## src/rtl/shift_ctrl_fsm.sv

```systemverilog
`default_nettype none
// ============================================================================
// Module  : shift_ctrl_fsm
// Brief   : Run-time-length shift sequencer with WIDTH-bit shift register,
//           busy/done status, parallel load and one-deep request chaining.
// Revision: 1.0 - initial release
// ============================================================================
module shift_ctrl_fsm #(
    parameter int WIDTH = 8,
    parameter int CNT_W = 4
) (
    input  logic             clk,
    input  logic             rst,
    input  logic             start,
    input  logic [CNT_W-1:0] len,
    input  logic             mode,
    input  logic             load,
    input  logic [WIDTH-1:0] load_data,
    input  logic             din,
    output logic             Sh,
    output logic             busy,
    output logic             done,
    output logic [WIDTH-1:0] dout,
    output logic             ser_out
);

    typedef enum logic [0:0] {
        IDLE  = 1'b0,
        SHIFT = 1'b1
    } state_t;

    state_t           state;
    logic [CNT_W-1:0] cnt;
    logic             pend;
    logic [CNT_W-1:0] pend_len;

    logic len_nz;
    logic accept;
    logic last;
    logic live_req;
    logic chain;

    assign len_nz   = |len;
    assign accept   = (state == IDLE) && start && len_nz && !load;
    assign last     = (state == SHIFT) && (cnt == CNT_W'(1));
    assign live_req = mode && start && len_nz;
    assign chain    = pend || live_req;

    // Mealy shift enable: the accept cycle itself is the first shift cycle.
    assign Sh      = rst && ((state == SHIFT) || accept);
    assign busy    = (state == SHIFT);
    assign ser_out = dout[0];

    always_ff @(posedge clk or negedge rst) begin
        if (!rst) begin
            state    <= IDLE;
            cnt      <= '0;
            pend     <= 1'b0;
            pend_len <= '0;
            done     <= 1'b0;
            dout     <= '0;
        end else begin
            done <= 1'b0;
            case (state)
                IDLE: begin
                    if (accept) begin
                        cnt <= len - 1'b1;
                        if (len == CNT_W'(1)) begin
                            done <= 1'b1;
                        end else begin
                            state <= SHIFT;
                        end
                    end
                end
                SHIFT: begin
                    if (last) begin
                        done <= 1'b1;
                        // A queued request takes priority over a live one.
                        if (chain) begin
                            cnt  <= pend ? pend_len : len;
                            pend <= 1'b0;
                        end else begin
                            state <= IDLE;
                        end
                    end else begin
                        cnt <= cnt - 1'b1;
                        if (live_req && !pend) begin
                            pend     <= 1'b1;
                            pend_len <= len;
                        end
                    end
                end
                default: state <= IDLE;
            endcase

            if (Sh) begin
                dout <= {din, dout[WIDTH-1:1]};
            end else if (load && (state == IDLE)) begin
                dout <= load_data;
            end
        end
    end

endmodule
`default_nettype wire
```

## config.mk

```make
export PLATFORM = sky130hd
export DESIGN_NAME = shift_ctrl_fsm
export DESIGN_NICKNAME = d
export VERILOG_FILES = /design/src/rtl/shift_ctrl_fsm.sv
export SDC_FILE = /design/constraint.sdc
export NUM_CORES = 1
export LEC_CHECK = 0
export BUFFER_PORTS_ARGS = -buffer_cell sky130_fd_sc_hd__buf_2
export CORE_MARGIN = 8
export CORE_UTILIZATION = 39
export DETAILED_ROUTE_END_ITERATION = 7
export PLACE_DENSITY = 0.71
export SLEW_MARGIN = 20
export SYNTH_ARGS = -nofsm -noshare
export SYNTH_HDL_FRONTEND = slang
export SYNTH_SLANG_ARGS = --single-unit
```

## constraint.sdc

```tcl
create_clock -name clk -period 2.25 [get_ports clk]
set_input_delay 0 -clock clk [delete_from_list [all_inputs] [get_ports clk]]
set_output_delay 0 -clock clk [all_outputs]
set_load 0.02 [all_outputs]
```

; Yosys cells after proc, flatten, opt, wreduce, memory -nomap -nowiden
; Index checks and enable logic that the tools add are counted.
[classes]
add_sub_neg = 2
n_reduce_logical = 19
eq_ne = 5
bitwise = 2
mux = 19
[op_table]
columns = operator, count
row1 = 4-bit 2-to-1 mux, 4
row2 = 8-bit 2-to-1 mux, 2
row3 = 1-bit 2-to-1 mux, 10
row4 = 1-bit logical AND, 9
row5 = 4-bit by 1-bit == test with 1-bit output (second input constant), 2
row6 = 4-bit one-hot mux with 2 select lines, 1
row7 = 4-bit by 1-bit subtractor with 4-bit output (second input constant), 2
row8 = 3-bit AND reduction, 2
row9 = 2-bit inequality test (second input constant), 2
row10 = 1-bit one-hot mux with 2 select lines, 2
row11 = 2-bit nonzero test, 2
row12 = 4-bit OR reduction, 1
row13 = 3-bit inequality test (second input constant), 1
row14 = 1-bit zero test, 2
row15 = 1-bit logical OR, 2
row16 = 1-bit NOT, 2
row17 = 2-bit AND reduction, 1
[word_totals]
output_inout_bits = 12
regBits = 19
elab_cells = 53
input_bits = 18

; Depth between registers and ports, before layout
[logic_depth]
ltp_word = 7
mapped_depth = 7
mapped_depth_nobuf = 6

; Worst setup path after synthesis
; No wires, ideal clock.
[synth_timing]
path_type = register -> register
from = register cnt[1]
to = register cnt[1]
path_stages_with_launch = 8
required_time_ps = 2171
setup_slack_ps = 459
period_less_slack_ps = 1791
arrival_ps = 1712
path_cell_list = dfrtp_1 inv_1 ha_1 or3b_1 a311oi_2 or2_1 buf_6 mux2i_1
[synth_via]
elab_chain_len = 4
elab_cells_between_ends = 7
classes_between = add/sub (1) / eq/ne (2) / mux (2) / reduce/logical (2)
[synth_rtl]
columns = item, line
row1 = start: declaration, 33  ; logic [CNT_W-1:0] cnt;
row2 = start signal: assignment, 67  ; cnt <= len - 1'b1;
row3 = start signal: assignment, 80  ; cnt <= pend ? pend_len : len;
row4 = start signal: assignment, 86  ; cnt <= cnt - 1'b1;
row5 = "parallel branches: the longest is 4 deep, another holds 4-bit by 1-bit subtractor with 4-bit output", n/a
; Several ways; the timed one is not identified.
; A chain may end at the register's enable or synchronous reset.

; Worst setup path after layout
; Ends and elaborated chain as after synthesis.

==> summary by stage <==
Die
30 I/O pins were placed. The initial utilization of the core area, before any placement, comes to 41.3%. The floorplan step defined a core boundary enclosing 2760 um2. The floorplan step defined a die boundary enclosing 4900 um2. Measured along the y axis, the die boundary spans 70.0 um. The die is 70.0 um wide. The floorplan row count is 19.

Finish
The fraction of the core area covered by cells at the end of the flow is 50.2%. The relative area change from synthesis to final layout is 21.6%. The diode insertion count for antenna repair is 0.

After filler insertion, the fill cell instance count of the layout stands at 256. The post-route netlist has 41.4% of its cells at a drive strength greater than 1. For this run, the post-layout net count is 163.

Synthesis
The warning count from the yosys run is 0. Of the total synthesized cell area, the portion taken by AND, OR, NAND and NOR gates is 10.9%. The most common cell in the synthesized netlist is mux2_2. The synthesized netlist devotes 4.40% of its cell area to adder and majority cells. The mapped cell area is 1140 um2. The distinct cell type count of the synthesized netlist is 29. The largest area contributor in the netlist is dfrtp_1.

The average instance in the mapped netlist occupies 10.8 um2. After synthesis, the largest family of logic cells by area is multiplexers. In the synthesized netlist, the cells that appear most often are mux2_2 (21), dfrtp_1 (19), inv_1 (7). The top flip-flop cell by instance count after synthesis is dfrtp_1. The synthesized instance count is 105. The fraction of synthesized cell area taken by the top area cell type is 41.8%.

The synthesized design contains 0 enable-type register cells. By area the synthesized netlist is led by dfrtp_1 (42%), mux2_2 (21%), ha_1 (4.4%). The post-synthesis mux area share is 25.2%.

The proportion of register bits with asynchronous set or reset after synthesis is 100%. The complex-gate fraction of the synthesized area is 11.6%. The area share of xor/xnor cells in the synthesized design is 1.54%. The share of synthesized area occupied by flip-flops and latches is 41.8%.

Synthesis inferred 19 register bits. The post-synthesis net count is 127.

STA
In the finished design, the share of the clock period the worst path needs comes to 89.4%. The clock arrives with 0.00546 ns of skew. The actual transition at the worst max-transition pin is 0.497 ns. The worst slew slack as a fraction of its limit is 66.4%. Derived from the worst setup path, the maximum achievable clock frequency is 0.497 GHz.

The number of pins with negative max-slew slack in the final report is 0. The smallest clock period supported by the final layout is computed as 2.01 ns. The accumulated negative setup slack is 0 ns. Setup violations remaining at the end of the flow were counted as 0. The number of hold violations in the final report is 0. Setup repair after global routing left no endpoint under its margin.

Global routing
Entering global routing, the biggest net connects 21 pins. The via count of the first global-routing pass was 914. For this run, the total global-route usage over all layers was measured as 10.6%. The total overflow left after global routing is 0.

The first global-routing pass estimated 4320 um of wire. The initial antenna violation count is 0.

Detailed routing
After detailed routing, the average wire length per cell comes to 14.3 um. For this block, the initial DRC count from the detailed router was 29. The final routed wirelength across all metal layers is 2450 um.

Summing over every cut layer, the via total after detailed routing is 892. The count of nets left with antenna violations after detail routing is 0. The first detailed-routing pass took 4 iterations.

The number of vias per cell after detailed routing is 5.22. The count of unresolved DRC violations after routing is 0.

Worst setup path
The critical path goes through inv_1 > ha_1 > or3b_1 > a311oi_2 > or2_1 > mux2i_1. The required time at the worst-slack endpoint is 2.48 ns. STA classifies the critical path startpoint as a flop.

The data arrival time of the worst path is 2.24 ns. The cell with the largest stage delay on the worst path is or3b_1. The critical path endpoint category is a flop. Along the worst path, the maximum fanout reaches 5. The maximum cell stage delay along the critical path is 0.43 ns. The kind of critical path is flop to flop.

Status
The flow ran to the end, and the final reports show no timing, DRC or antenna violations.

Clocking
The TritonCTS clock tree is yes. The CTS sink count is 19. Counting along the longest clock path gives a buffer depth of 2. In this run the number of H-tree levels came out at 1. At the later pin of the worst-skew pair, clock insertion delay measures 0.30 ns. The clock transition at the registers of the reported paths is 0.10 ns. The root buffer selected by CTS is clkbuf_4. The clock buffer count from CTS is 3.

Place
Routability-driven placement finished with a final weighted congestion of 0.886. The number of port buffers is 29. Detailed placement ended at an HPWL of 1940 um.

Power
The areal power density over the cells is 1200 nW/um2. The peak ir drop on the vdd network is 940 uV. The reported leakage power is 0.000649 uW.

Run
The tool flagged a number of max-cap violations equal to 0.

Min path
The path class of the lowest-slack min-delay path is input pin to flop.
[stage by stage]
| step | power (uW) | setup slack, ns | hold WS (ns) | instances | cell area, um2 |
|---|---|---|---|---|---|
| after floorplan | 1280 | 0.459 | -0.296 | 105 | 1140 |
| after global placement | 1480 | 0.384 | -0.0264 | 163 | 1310 |
| after detailed placement | 1500 | 0.294 | -0.0268 | 163 | 1310 |
| after CTS | 1680 | 0.201 | 0.0303 | 171 | 1380 |
| after global routing | 1810 | 0.0733 | 0.0403 | 171 | 1390 |
| final | 1670 | 0.238 | 0.0418 | 171 | 1390 |
[layout by cell type (no fill, tap or decap)]
cell           instances
buf_2                 29
nor3_1                 2
o22a_2                 1
nor2_1                 6
a31oi_1                3
nor4b_1                1
or3b_1                 2
o22ai_1                2
mux2i_1                5
dfrtp_1               19
nand2b_1               2
a211oi_1               1
or2_1                  1
a311oi_2               1
o211ai_1               1
nor3b_1                2
ha_1                   4
inv_1                  7
clkbuf_4               3
o21ai_0                6
clkbuf_1               1
and3_1                 1
buf_4                  2
nand2_1                5
dlygate4sd3_1          4
nor2b_1                1
o21a_1                 1
xor2_1                 2
o21ai_4                1
a21oi_1                3
mux2_2                21
[critical path: cells and delay by family, from the launching register on]
kind	cells	cell delay [ns]
and+or+nand+nor	2	0.68
DFF	1	0.39
buffers and inverters	1	0.09
adders and majority gates	1	0.20
muxes	1	0.22
AOI/OAI and AO/OA	1	0.36
[cells by family after synthesis]
family / count (synthesis)
AOI/OAI and AO/OA: 20
DFF: 19
adders and majority gates: 4
and+or+nand+nor: 23
xor gates and xnor gates: 2
muxes: 26
buffers and inverters: 11
[per-layer routing]
layer / vias to the layer above / wire length (um) / GRT usage, %
met5: - / 0 / 0
met4: 0 / 31 / 3.35
met3: 4 / 152 / 4.66
met2: 21 / 1220 / 17.9
met1: 422 / 1050 / 11.6
li1: 445 / - / -
[report_power, final]
group | switching (uW) | internal (uW)
sequential | 128 | 507
clock | 98.9 | 69.2
combinational | 434 | 430
[cell type report]
type | instances | area (um2) | share of cell area (%)
Tap cell | 31 | 38.8 | 2.80
Clock buffer | 4 | 26.3 | 1.90
Timing Repair Buffer | 35 | 200 | 14.5
Inverter | 7 | 26.3 | 1.90
Sequential cell | 19 | 475 | 34.3
Multi-Input combinational cell | 75 | 618 | 44.6
[registers in the layout, indices dropped and copies added (netlist names)]
| name | cells |
|---|---|
| pend | 1 |
| pend_len | 4 |
| dout | 8 |
| done | 1 |
| cnt | 4 |
| busy | 1 |
[final timing paths]
kind / endpoint / slack, ns / depth (start not counted) / start
hold reg to reg: pend_len[2]$_DFFE_PN0P_ / 0.51 / 1 / pend_len[2]$_DFFE_PN0P_
setup reg to reg: cnt[1]$_DFFE_PN0P_ / 0.24 / 6 / cnt[1]$_DFFE_PN0P_
min in group asynchronous: pend$_DFFE_PN0P_ / 0.17 / 2 / rst
max in group asynchronous: dout[4]$_DFFE_PN0P_ / 1.76 / 2 / rst
setup / recovery: cnt[1]$_DFFE_PN0P_ / 0.24 / 6 / cnt[1]$_DFFE_PN0P_
hold / removal: pend_len[2]$_DFFE_PN0P_ / 0.04 / 2 / len[2]
[what timing repair did]
| item | in CTS | in global routing |
|---|---|---|
| setup buffers | 0 | 0 |
| endpoints found under the hold margin | 22 | 0 |
| gates resized for setup | 0 | 1 |
| endpoints found under the setup margin | 0 | 1 |
| hold buffers | 4 | 0 |
Power figures use the tool's default switching activity.
